File: config.mk
export PLATFORM = sky130hd
export DESIGN_NAME = mem_burst_arbiter
export DESIGN_NICKNAME = d
export VERILOG_FILES = /design/src/rtl/mem_burst_arbiter.sv
export SDC_FILE = /design/constraint.sdc
export NUM_CORES = 1
export LEC_CHECK = 0
export ABC_CLOCK_PERIOD_IN_PS = 1800
export BUFFER_PORTS_ARGS = -buffer_cell sky130_fd_sc_hd__buf_2
export CAP_MARGIN = 20
export CELL_PAD_IN_SITES_DETAIL_PLACEMENT = 1
export CELL_PAD_IN_SITES_GLOBAL_PLACEMENT = 2
export CORE_MARGIN = 2
export CORE_UTILIZATION = 17
export CTS_CLUSTER_DIAMETER = 80
export DETAILED_ROUTE_END_ITERATION = 7
export GPL_TIMING_DRIVEN = 1
export PLACE_DENSITY = 0.85
export RECOVER_POWER = 25
export SLEW_MARGIN = 0
export SYNTH_ARGS = -nofsm -noshare
export SYNTH_HDL_FRONTEND = slang
export SYNTH_SLANG_ARGS = --single-unit
File: constraint.sdc
create_clock -name clk -period 1.8 [get_ports clk]
set_input_delay 0.09 -clock clk [delete_from_list [all_inputs] [get_ports clk]]
set_output_delay 0.09 -clock clk [all_outputs]
set_load 0.02 [all_outputs]
File: src/rtl/mem_burst_arbiter.sv
// -----------------------------------------------------------------------------
// mem_burst_arbiter
//
// Lets the I-side and D-side cache fill engines share one 16-bit,
// byte-addressed memory port. The memory reads combinationally and writes on
// the rising clock edge. Each grant is a fixed burst of BLOCK_WORDS
// consecutive words inside one aligned block. Arbitration is round-robin,
// and a running burst is never preempted.
//
// Ports
//   clk, rst                 rising-edge clock, synchronous active-high reset
//   i_req / i_addr           I-side read-burst request and block address
//   i_grant/i_rvalid/i_rdata/i_done
//                            I-side burst status, read data and last-word pulse
//   d_req/d_wr/d_addr/d_wdata
//                            D-side request, direction (sampled at grant),
//                            block address and live write data
//   d_grant/d_rvalid/d_rdata/d_done
//                            D-side burst status, read data and last-word pulse
//   widx                     word index within the active burst
//   mem_addr/mem_enable/mem_wr/mem_wdata/mem_rdata
//                            memory port
// -----------------------------------------------------------------------------
module mem_burst_arbiter #(
    parameter int ADDR_WIDTH  = 16,
    parameter int BLOCK_WORDS = 8,
    parameter int IDX_W       = 3
) (
    input  logic                  clk,
    input  logic                  rst,
    input  logic                  i_req,
    input  logic [ADDR_WIDTH-1:0] i_addr,
    output logic                  i_grant,
    output logic                  i_rvalid,
    output logic [15:0]           i_rdata,
    output logic                  i_done,
    input  logic                  d_req,
    input  logic                  d_wr,
    input  logic [ADDR_WIDTH-1:0] d_addr,
    input  logic [15:0]           d_wdata,
    output logic                  d_grant,
    output logic                  d_rvalid,
    output logic [15:0]           d_rdata,
    output logic                  d_done,
    output logic [IDX_W-1:0]      widx,
    output logic [ADDR_WIDTH-1:0] mem_addr,
    output logic                  mem_enable,
    output logic                  mem_wr,
    output logic [15:0]           mem_wdata,
    input  logic [15:0]           mem_rdata
);

    typedef enum logic [1:0] {
        IDLE    = 2'd0,
        BURST_I = 2'd1,
        BURST_D = 2'd2
    } state_t;

    // Clears the byte-offset-within-block bits of a requester address.
    localparam logic [ADDR_WIDTH-1:0] BLK_MASK  = ~ADDR_WIDTH'(2 * BLOCK_WORDS - 1);
    localparam logic [IDX_W-1:0]      LAST_WORD = IDX_W'(BLOCK_WORDS - 1);

    state_t                  state_reg, state_next;
    logic [ADDR_WIDTH-1:0]   base_reg,  base_next;
    logic                    wr_l_reg,  wr_l_next;
    logic [IDX_W-1:0]        cnt_reg,   cnt_next;
    // 1: D side wins a tie, 0: I side wins a tie
    logic                    pri_reg,   pri_next;

    // Per-side burst signals, index 0 = I side, index 1 = D side
    logic [1:0]  side_sel;
    logic        last_word;
    logic [1:0]  grant_v;
    logic [1:0]  rvalid_v;
    logic [1:0]  done_v;
    logic [15:0] rdata_v [2];

    // ---------------- state register ----------------
    always_ff @(posedge clk) begin
        if (rst) begin
            state_reg <= IDLE;
            base_reg  <= '0;
            wr_l_reg  <= 1'b0;
            cnt_reg   <= '0;
            pri_reg   <= 1'b1;
        end else begin
            state_reg <= state_next;
            base_reg  <= base_next;
            wr_l_reg  <= wr_l_next;
            cnt_reg   <= cnt_next;
            pri_reg   <= pri_next;
        end
    end

    // ---------------- next-state logic ----------------
    always_comb begin
        state_next = state_reg;
        base_next  = base_reg;
        wr_l_next  = wr_l_reg;
        cnt_next   = cnt_reg;
        pri_next   = pri_reg;
        unique case (state_reg)
            IDLE: begin
                if (d_req && (!i_req || pri_reg)) begin
                    state_next = BURST_D;
                    base_next  = d_addr & BLK_MASK;
                    wr_l_next  = d_wr;
                    cnt_next   = '0;
                end else if (i_req) begin
                    state_next = BURST_I;
                    base_next  = i_addr & BLK_MASK;
                    wr_l_next  = 1'b0;
                    cnt_next   = '0;
                end
            end
            BURST_I, BURST_D: begin
                if (cnt_reg == LAST_WORD) begin
                    state_next = IDLE;
                    cnt_next   = '0;
                    // The side just served yields the next tie.
                    pri_next   = (state_reg == BURST_I);
                end else begin
                    cnt_next   = cnt_reg + 1'b1;
                end
            end
            default: begin
                state_next = IDLE;
            end
        endcase
    end

    // ---------------- output logic ----------------
    // Everything is forced to 0 while rst is high so that a reset landing in
    // the middle of a write burst cannot strobe the memory.
    always_comb begin
        side_sel   = 2'b00;
        last_word  = 1'b0;
        widx       = '0;
        mem_addr   = '0;
        mem_enable = 1'b0;
        mem_wr     = 1'b0;
        mem_wdata  = '0;
        if (!rst && state_reg != IDLE) begin
            side_sel[0] = (state_reg == BURST_I);
            side_sel[1] = (state_reg == BURST_D);
            last_word   = (cnt_reg == LAST_WORD);
            widx        = cnt_reg;
            // base is block-aligned, so the offset never carries out of the block
            mem_addr    = base_reg + ADDR_WIDTH'({cnt_reg, 1'b0});
            mem_enable  = 1'b1;
            mem_wr      = wr_l_reg;
            if (wr_l_reg) begin
                mem_wdata = d_wdata;
            end
        end
    end

    // Fan the shared burst status out to each requester.
    generate
        for (genvar gi = 0; gi < 2; gi++) begin : g_side
            assign grant_v[gi]  = side_sel[gi];
            assign rvalid_v[gi] = side_sel[gi] & ~wr_l_reg;
            assign rdata_v[gi]  = rvalid_v[gi] ? mem_rdata : 16'h0000;
            assign done_v[gi]   = side_sel[gi] & last_word;
        end
    endgenerate

    assign i_grant  = grant_v[0];
    assign i_rvalid = rvalid_v[0];
    assign i_rdata  = rdata_v[0];
    assign i_done   = done_v[0];
    assign d_grant  = grant_v[1];
    assign d_rvalid = rvalid_v[1];
    assign d_rdata  = rdata_v[1];
    assign d_done   = done_v[1];

endmodule

==> results_dict.tcl, run 1 <==
set metrics [dict create \
    multi_input_comb_area_um2 1060 \
    cts_tree "yes" \
    die_area_um2 9790 \
    n_fill_cell 1095 \
    postSynthAreaPerCell_um2 7.78 \
    ir_worst_vdd_v 0.000289 \
    final_cell_mix "buf_2 (113), and2_1 (44), buf_4 (23), and3_1 (18), dfxtp_1 (17)" \
    cts_buffer_depth 2 \
    ys_ff_latch 19 \
    seq_area_frac_synth 0.248 \
    tightest_slew_ns 0.570 \
    grt_pass1_wl_um 9240 \
    whs_ns 0.0913 \
    worst_slack_ns 0.0506 \
    crit_path_max_fanout 8 \
    seqPwrFrac 0.338 \
    finalHoldViolCount 0 \
    start_util 0.176 \
    final_common_cell "buf_2" \
    crit_path_start "state_reg[1]$_SDFFE_PP0P_" \
    post-dp-hpwl_um 4620 \
    critical_path_class "reg2out" \
    fin_crit_sh 0.972 \
    switchingPower_w 0.000617 \
    drt_first_pass_iters 4 \
    design.core.area_um2 8720 \
    p_clk_frac 0.199 \
    layout_min_cycle_time_ns 1.75 \
    die_h_um 99.0 \
    synth_warnings 0 \
    cts.sinks 19 \
    num_vias 1860 \
    drv_slew 0 \
    register_area_um2 383 \
    antenna_found_initial 0 \
    detail-route-antenna-nets 0 \
    clock_skew_ns 0.00978 \
    power.leakage_nw 1.36 \
    synth_cell_types 30 \
    largest_reg_flops 12 \
    drt_iter0_drc 70 \
    grt_start_max_net_pins 24 \
    viasPerCell 4.27 \
    hp-start "d_wr" \
    cts.clk_slew.worst_paths_ns 0.09 \
    die_x_um 99.0 \
    hp-class "in2reg" \
    swShare 0.386 \
    cts_root_buf "clkbuf_8" \
    area_delta_synth_final_pct 62.4 \
    diodes 0 \
    powerDensity_nw_per_um2 642 \
    netlist_area_um2 1530 \
    htreeDepth 1 \
    r2r_start "state_reg[1]$_SDFFE_PP0P_" \
    maxSlewHeadroom 0.620 \
    overflow 0 \
    status "complete, no violations" \
    ios 144 \
    num-nets-final 405 \
    grt_pass1_vias 1852 \
    worstPathArrival_ns 1.66 \
    combPwrFrac 0.463 \
    startpoint_type "flip-flop" \
    fmax_ghz 0.572 \
    drv_cap 0 \
    wl_per_cell_um 14.1 \
    p_int_w 0.000981 \
    rows 34 \
    syn-num-nets 273 \
    setup_viol 0 \
    stdcell_area_um2 2490 \
    layout-drive-gt1-share 0.506 \
    fin_setup_tns_ns 0 \
    worstPathRequired_ns 1.71 \
    worstSetupEndpointType "output pin" \
    drc 0 \
    rsz0062_at_grt "true" \
    gr-usage-all-layers 0.115 \
    route.final.wire_length_um 6140 \
    place_ws_ns 0.0644 \
    cts_buffers 3 \
    syn_inst 197 \
    dpl-instance-area_um2 2280 \
    port_buffers 134 \
    worstSkewPairLatency_ns 0.26 \
    finalWeightedCongestion 0.699 \
]
==> final timing paths <==
path | slack (ns) | to | cells past startpoint
setup / recovery | 0.05 | d_rdata[13] | 6
hold / removal | 0.09 | wr_l_reg$_SDFFE_PP0P_ | 3
setup reg to reg | 0.21 | base_reg[15]$_SDFFE_PP0P_ | 6
hold reg to reg | 0.50 | base_reg[11]$_SDFFE_PP0P_ | 2
==> what timing repair did <==
item / in CTS / in global routing
pin swaps: 2 / 4
hold buffers: 0 / 0
setup endpoints to repair: 71 / 40
hold endpoints to repair: 0 / 0
buffers inserted: 1 / 3
resized for setup: 16 / 32
cloned: 1 / 0
==> through the flow <==
| step | cells | utilization | power, W |
|---|---|---|---|
| after floorplan | 197 | - | 0.000989 |
| after global placement | 427 | 0.261 | 0.00121 |
| after detailed placement | 427 | 0.261 | 0.00123 |
| after CTS | 433 | 0.273 | 0.00158 |
| after global routing | 436 | 0.285 | 0.00172 |
| final | 436 | 0.285 | 0.00160 |
==> final cells by class <==
class / instances / share of cell area
inverters: 3 / 0.00553
clock buffers: 4 / 0.0181
flip-flops and latches: 19 / 0.154
well taps: 108 / 0.0543
repair buffers: 147 / 0.343
multi-input cells: 155 / 0.425
==> synth_stat cells <==
library cell | count | area share
nand4_1 | 2 | 0.0082
and2b_1 | 1 | 0.0049
a21o_1 | 1 | 0.0049
a21oi_1 | 5 | 0.016
clkbuf_2 | 2 | 0.0065
or3b_1 | 1 | 0.0057
a311oi_1 | 12 | 0.069
and2_1 | 50 | 0.20
inv_1 | 3 | 0.0073
a21oi_2 | 1 | 0.0057
a21boi_0 | 1 | 0.0049
buf_6 | 2 | 0.015
nand2b_1 | 3 | 0.012
nand3_1 | 12 | 0.039
o21a_1 | 1 | 0.0049
clkbuf_1 | 5 | 0.012
a311o_1 | 1 | 0.0065
nor2_1 | 15 | 0.037
nand3b_1 | 2 | 0.0098
buf_4 | 6 | 0.029
ha_1 | 7 | 0.057
nor3b_1 | 1 | 0.0049
conb_1 | 1 | 0.0024
dfxtp_1 | 19 | 0.25
buf_2 | 5 | 0.016
a211oi_1 | 1 | 0.0049
or4b_1 | 1 | 0.0065
o21ai_0 | 16 | 0.052
nor4b_4 | 2 | 0.031
and3_1 | 18 | 0.073
==> per-layer routing <==
| metal | GRT usage | routed length (um) |
|---|---|---|
| met1 | 0.135 | 2510 |
| met2 | 0.216 | 3270 |
| met3 | 0.0248 | 306 |
| met4 | 0.0179 | 48 |
| met5 | 0 | 0 |
==> power by group through the flow <==
stage	sequential [W]	combinational, W	clock, W
floorplan	0.000535	0.000454	0
global placement	0.000545	0.000664	0
detailed placement	0.000549	0.000680	0
CTS	0.000539	0.000714	0.000325
global route	0.000554	0.000829	0.000337
finish	0.000540	0.000740	0.000317
==> critical path, stage by stage, from the launching register on <==
cell and delay, ns:
dfxtp_2 0.36, inv_4 0.06, ha_4 0.19, nor4b_4 0.32, buf_4 0.22, and2_1 0.13
buf_4 0.13
==> cell families after synthesis <==
family                     Yosys count  synth area share
AOI/OAI and AO/OA                   39             0.169
adders and majority gates            7            0.0571
buffers and inverters               23            0.0865
DFF                                 19             0.248
other                                1           0.00245
and+or+nand+nor                    108             0.437
Power figures use the tool's default switching activity.
==> inputs of run 2 (changes only) <==
--- a/config.mk
+++ b/config.mk
@@ -5,17 +5,19 @@
 export SDC_FILE = /design/constraint.sdc
 export NUM_CORES = 1
 export LEC_CHECK = 0
+export ABC_AREA = 1
 export ABC_CLOCK_PERIOD_IN_PS = 1800
 export BUFFER_PORTS_ARGS = -buffer_cell sky130_fd_sc_hd__buf_2
 export CAP_MARGIN = 20
 export CELL_PAD_IN_SITES_DETAIL_PLACEMENT = 1
 export CELL_PAD_IN_SITES_GLOBAL_PLACEMENT = 2
 export CORE_MARGIN = 2
-export CORE_UTILIZATION = 17
+export CORE_UTILIZATION = 16
 export CTS_CLUSTER_DIAMETER = 80
+export CTS_CLUSTER_SIZE = 28
 export DETAILED_ROUTE_END_ITERATION = 7
-export GPL_TIMING_DRIVEN = 1
-export PLACE_DENSITY = 0.85
+export GPL_TIMING_DRIVEN = 0
+export PLACE_DENSITY = 0.87
 export RECOVER_POWER = 25
 export SLEW_MARGIN = 0
 export SYNTH_ARGS = -nofsm -noshare
==> run 2 against run 1 <==
  * The flow now finishes with violations (setup timing)
  * Core utilization increased by 1.9 points
  * Via count up 25%
  * Wire length up 18%
  * Power up 59%
  * Critical path type unchanged
  * Critical endpoint is now i_rdata[1]
  * Highest routed layer unchanged
==> results_dict.tcl, run 2 <==
set metrics [dict create \
    crit_path_start "state_reg[1]$_SDFFE_PP0P_" \
    finalWeightedCongestion 0.747 \
    antenna_found_initial 0 \
    num-nets-final 530 \
    async_reset_ff_frac 0 \
    cts_tree "yes" \
    rows 36 \
    hp-start "rst" \
    largest_reg_flops 12 \
    wl_per_cell_um 12.4 \
    die_h_um 105 \
    hp-class "in2reg" \
    cts_buffer_depth 2 \
    place_ws_ns -0.00744 \
    dpl-instance-area_um2 2460 \
    ios 144 \
    whs_ns 0.0794 \
    route.final.wire_length_um 7240 \
    fin_setup_tns_ns -0.0191 \
    startpoint_type "flip-flop" \
    die_x_um 105 \
    drc 0 \
    hold_buffers 0 \
    synth_area_leaders "dfxtp_1 (23%), nor2_1 (22%), nand2_1 (20%)" \
    cts_root_buf "clkbuf_8" \
    worstSkewPairLatency_ns 0.27 \
    synth_edf_count 0 \
    drv_slew 0 \
    drt_first_pass_iters 4 \
    diodes 0 \
    port_buffers 134 \
    grt_start_max_net_pins 12 \
    layout_min_cycle_time_ns 1.82 \
    overflow 0 \
    seq_area_frac_synth 0.235 \
    worstSetupEndpointType "output pin" \
    syn-num-nets 378 \
    worstPathArrival_ns 1.73 \
    cts.sinks 19 \
    powerDensity_nw_per_um2 848 \
    fmax_ghz 0.550 \
    ir_worst_vdd_v 0.000349 \
    die_area_um2 11000 \
    crit_path_max_fanout 5 \
    slowest_delay_ns 0.37 \
    critical_path_class "reg2out" \
    cts.clk_slew.worst_paths_ns 0.07 \
    fin_crit_sh 1.01 \
    viasPerCell 3.95 \
    setup_viol 2 \
    design.core.area_um2 9820 \
    htreeDepth 1 \
    worst_slack_ns -0.0184 \
    cp_num_buf_inv 5 \
    grt_pass1_vias 2284 \
    slowest_stage "dfxtp_4" \
    layout-drive-gt1-share 0.466 \
    yosysMostFrequentCell "nor2_1" \
    finalHoldViolCount 0 \
    drv_cap 0 \
    syn_inst 302 \
    clock_skew_ns 0.00878 \
    cts_buffers 3 \
    synth_warnings 0 \
    netlist_area_um2 1620 \
    yosysTopAreaCell "dfxtp_1" \
    worstPathRequired_ns 1.71 \
    final_common_cell "buf_2" \
    drt_iter0_drc 93 \
    start_util 0.165 \
    worstPathCellList "inv_4 -> ha_4 -> nor2_4 -> clkinv_4 -> nor3_4 -> inv_2 -> buf_4 -> nor2_1 -> buf_4" \
    detail-route-antenna-nets 0 \
    rsz0062_at_grt "true" \
    synth_cell_types 20 \
    status "finished with violations" \
    area_delta_synth_final_pct 84.5 \
    utilization 0.305 \
    gr-usage-all-layers 0.115 \
    final_cell_mix "buf_2 (105), nand2_1 (88), nor2_1 (65), inv_1 (43), buf_4 (30)" \
    grt_pass1_wl_um 10500 \
    post-dp-hpwl_um 5330 \
    synth_top_area_share 0.235 \
    power.leakage_nw 1.65 \
    synth_top_flop_cell "dfxtp_1" \
    synth_common_cells "nor2_1 (97), nand2_1 (86), inv_1 (45)" \
    r2r_start "state_reg[1]$_SDFFE_PP0P_" \
    failed_checks "setup timing" \
    postSynthAreaPerCell_um2 5.37 \
    stdcell_area_um2 2990 \
    crit_top_cell "buf_4" \
    num_vias 2316 \
    ys_ff_latch 19 \
    path_delay_family "buffers and inverters" \
]
[run 2: final timing paths]
path                                                end  slack [ns]  depth (start not counted)
worst max-delay path                         i_rdata[1]       -0.02                          9
worst min-delay path              wr_l_reg$_SDFFE_PP0P_        0.08                          2
worst max register to register  cnt_reg[0]$_SDFFE_PP0P_        0.23                          7
worst min register to register     pri_reg$_SDFFE_PP1P_        0.50                          2
[run 2: final cells by class]
| cell class | count | area [um^2] |
|---|---|---|
| Fill cell | 1302 | 6830 |
| Multi-Input combinational cell | 216 | 1130 |
| Timing Repair Buffer | 147 | 946 |
| Sequential cell | 19 | 385 |
| Inverter | 49 | 191 |
| Tap cell | 133 | 166 |
| Buffer | 18 | 130 |
| Clock buffer | 3 | 41.3 |
| Clock inverter | 1 | 5.00 |
[run 2: stage by stage]
stage	instances	power, W
after floorplan	302	0.00160
after global placement	569	0.00198
after detailed placement	569	0.00203
after CTS	578	0.00243
after global routing	586	0.00278
final	586	0.00254
[run 2: repair_timing]
action / CTS / global route
setup endpoints to repair: 54 / 31
pin swaps: 1 / 0
gates resized for setup: 13 / 109
gates cloned: 0 / 2
buffers inserted: 5 / 6
[run 2: cell families (layout without fill, tap and decap cells)]
logic type                 count (synthesis)  in the layout  synth area share
and+or+nand+nor                          200            200             0.493
buffers and inverters                     67            218             0.191
adders and majority gates                  7              7            0.0540
other                                      1              1           0.00231
AOI/OAI and AO/OA                          8              8            0.0247
DFF                                       19             19             0.235
[run 2: where the power goes]
| part | internal, W | switching, W |
|---|---|---|
| sequential | 0.000566 | 0.0000574 |
| combinational | 0.000596 | 0.00101 |
| clock | 0.000154 | 0.000156 |
| total | 0.00132 | 0.00122 |
[run 2: layer usage]
metal | wire length, um | track usage | vias to the layer above
li1 | - | - | 1170
met4 | 27 | 0.0171 | 0
met3 | 467 | 0.0268 | 2
met5 | 0 | 0 | -
met2 | 3930 | 0.227 | 92
met1 | 2820 | 0.125 | 1052
==> inputs of run 3 (changes only) <==
--- a/config.mk
+++ b/config.mk
@@ -9,7 +9,7 @@
 export ABC_CLOCK_PERIOD_IN_PS = 1800
 export BUFFER_PORTS_ARGS = -buffer_cell sky130_fd_sc_hd__buf_2
 export CAP_MARGIN = 20
-export CELL_PAD_IN_SITES_DETAIL_PLACEMENT = 1
+export CELL_PAD_IN_SITES_DETAIL_PLACEMENT = 2
 export CELL_PAD_IN_SITES_GLOBAL_PLACEMENT = 2
 export CORE_MARGIN = 2
 export CORE_UTILIZATION = 16
==> run 3 against run 2 <==
  * Via count rose by 2.4%
  * Clock power rose by 2%
  * Largest power group unchanged
  * Register-to-register slack got worse by 0.07 ns
  * Final cell count fell by 0.85%
  * Sequential share of layout area rose by 0.85 points
  * Die area did not move
  * Clock skew fell by 0.0058 ns
  * Combinational power barely moved
  * Sequential power barely moved
  * Global-route usage rose by 1.9 points
  * Final area fell by 6.8%
  * Highest routed layer unchanged
  * The run now ends clean
  * Setup slack improved by 0.040 ns
==> results_dict.tcl, run 3 (synthesized netlist as in run 2, its figures left out) <==
set metrics [dict create \
    drt_first_pass_iters 4 \
    grt_pass1_vias 2528 \
    n_fill_cell 1271 \
    worstSetupEndpointType "output pin" \
    rsz0062_at_grt "true" \
    largest_reg_flops 12 \
    finalHoldViolCount 0 \
    port_buffers 134 \
    multi_input_comb_area_um2 1030 \
    area_delta_synth_final_pct 71.9 \
    r2r-end "cnt_reg[2]$_SDFFE_PP0P_" \
    die_x_um 105 \
    r2r_start "state_reg[1]$_SDFFE_PP0P_" \
    maxSlewHeadroom 0.642 \
    layout_min_cycle_time_ns 1.78 \
    ir_worst_vdd_v 0.000287 \
    use_met3 0.0306 \
    cts.sinks 19 \
    die_h_um 105 \
    hold_buffers 0 \
    cts_tree "yes" \
    cts.clk_slew.worst_paths_ns 0.07 \
    antenna_found_initial 0 \
    ios 144 \
    grt_most_used_layer "met2" \
    die_area_um2 11000 \
    design.core.area_um2 9820 \
    grt_start_max_net_pins 11 \
    overflow 0 \
    cts_buffers 3 \
    fin_crit_sh 0.988 \
    fin_setup_tns_ns 0 \
    drc 0 \
    ff2ff_path_depth 7 \
    final_cell_mix "buf_2 (105), nand2_1 (88), nor2_1 (82), inv_1 (43), buf_4 (36)" \
    worstPathArrival_ns 1.69 \
    diodes 0 \
    status "complete, no violations" \
    powerDensity_nw_per_um2 900 \
    drv_cap 0 \
    endpoint "d_rdata[5]" \
    route.final.wire_length_um 7680 \
    whs_ns 0.0783 \
    worstSkewPairLatency_ns 0.27 \
    crit_path_start "state_reg[1]$_SDFFE_PP0P_" \
    setup_viol 0 \
    r2r_slack_ns 0.16 \
    hp-class "in2reg" \
    register_area_um2 383 \
    critical_path_class "reg2out" \
    final_common_cell "buf_2" \
    wl_per_cell_um 13.2 \
    htreeDepth 1 \
    layout-drive-gt1-share 0.420 \
    worstPathRequired_ns 1.71 \
    power.leakage_nw 1.61 \
    cts_buffer_depth 2 \
    viasPerCell 4.08 \
    fmax_ghz 0.562 \
    detail-route-antenna-nets 0 \
    crit_path_max_fanout 10 \
    utilization 0.284 \
    finalWeightedCongestion 0.747 \
    num_vias 2372 \
    cts_root_buf "clkbuf_8" \
    drv_slew 0 \
    gr-usage-all-layers 0.134 \
    grt_pass1_wl_um 12100 \
    num-nets-final 525 \
    grtUsageMet1 0.140 \
    clock_skew_ns 0.00298 \
    post-dp-hpwl_um 6150 \
    start_util 0.165 \
    startpoint_type "flip-flop" \
    tightest_slew_ns 0.537 \
    use_met2 0.267 \
    drt_iter0_drc 39 \
    rows 36 \
]
## run 3: cell types whose count changed in the layout (fill, tap and decap cells not counted), moves of 2 or more
cell	delta
nor2_1	+17
nor2_2	-6
buf_4	+6
nor2_4	-11
buf_6	-12
buf_8	+2
## run 3: cell type report
class,instances,share of cell area
tap,133,0.0597
sequential,19,0.137
buffer,18,0.0471
multi-input combinational,216,0.369
clock buffer,4,0.0162
inverter,49,0.0669
timing repair buffer,142,0.304
## run 3: layer usage
| metal | part of all wire | wire [um] | vias up |
|---|---|---|---|
| met2 | 0.54 | 4120 | 95 |
| met5 | 0 | 0 | - |
| met1 | 0.39 | 3000 | 1113 |
| li1 | - | - | 1155 |
| met4 | 0.012 | 89 | 0 |
| met3 | 0.061 | 468 | 9 |
## run 3: worst min path at each step
| stage | slack (ns) | startpoint | to | depth (start not counted) |
|---|---|---|---|---|
| 3_5_place_dp | 0.34 | rst | wr_l_reg$_SDFFE_PP0P_ | 2 |
| 4_1_cts | 0.08 | rst | wr_l_reg$_SDFFE_PP0P_ | 2 |
| 3_3_place_gp | 0.34 | rst | wr_l_reg$_SDFFE_PP0P_ | 2 |
| 6_report | 0.08 | rst | state_reg[0]$_SDFFE_PP0P_ | 2 |
| 5_1_grt | 0.09 | rst | wr_l_reg$_SDFFE_PP0P_ | 2 |
| 2_1_floorplan | 0.16 | rst | wr_l_reg$_SDFFE_PP0P_ | 1 |
## run 3: stage by stage
step           std cells  power (W)  worst slack (ns)  instance area (um^2)
2_1_floorplan        302    0.00160           -0.0215                  1620
3_3_place_gp         569    0.00198            0.0175                  2460
3_5_place_dp         569    0.00207           -0.0686                  2460
4_1_cts              579    0.00249            0.0193                  2590
5_1_grt              581    0.00274           -0.0975                  2790
6_report             581    0.00251            0.0219                  2790
## run 3: repair_timing
action,in CTS,in global routing
pin swaps,1,0
setup endpoints to repair,65,36
setup buffers,6,2
resized for setup,17,61
## run 3: where the power goes
| part | switching (W) | total [W] | internal, W | leakage (nW) |
|---|---|---|---|---|
| Sequential | 0.0000571 | 0.000621 | 0.000564 | 0.158 |
| Combinational | 0.00101 | 0.00157 | 0.000562 | 1.43 |
| Clock | 0.000158 | 0.000316 | 0.000158 | 0.0228 |
## run 3: critical path, cell delays in order, from the launching register on
cell,delay (ns)
dfxtp_2,0.35
inv_2,0.07
ha_4,0.18
nor2_4,0.10
inv_4,0.07
nor3_4,0.14
inv_2,0.09
buf_8,0.16
nor2_1,0.11
buf_4,0.15
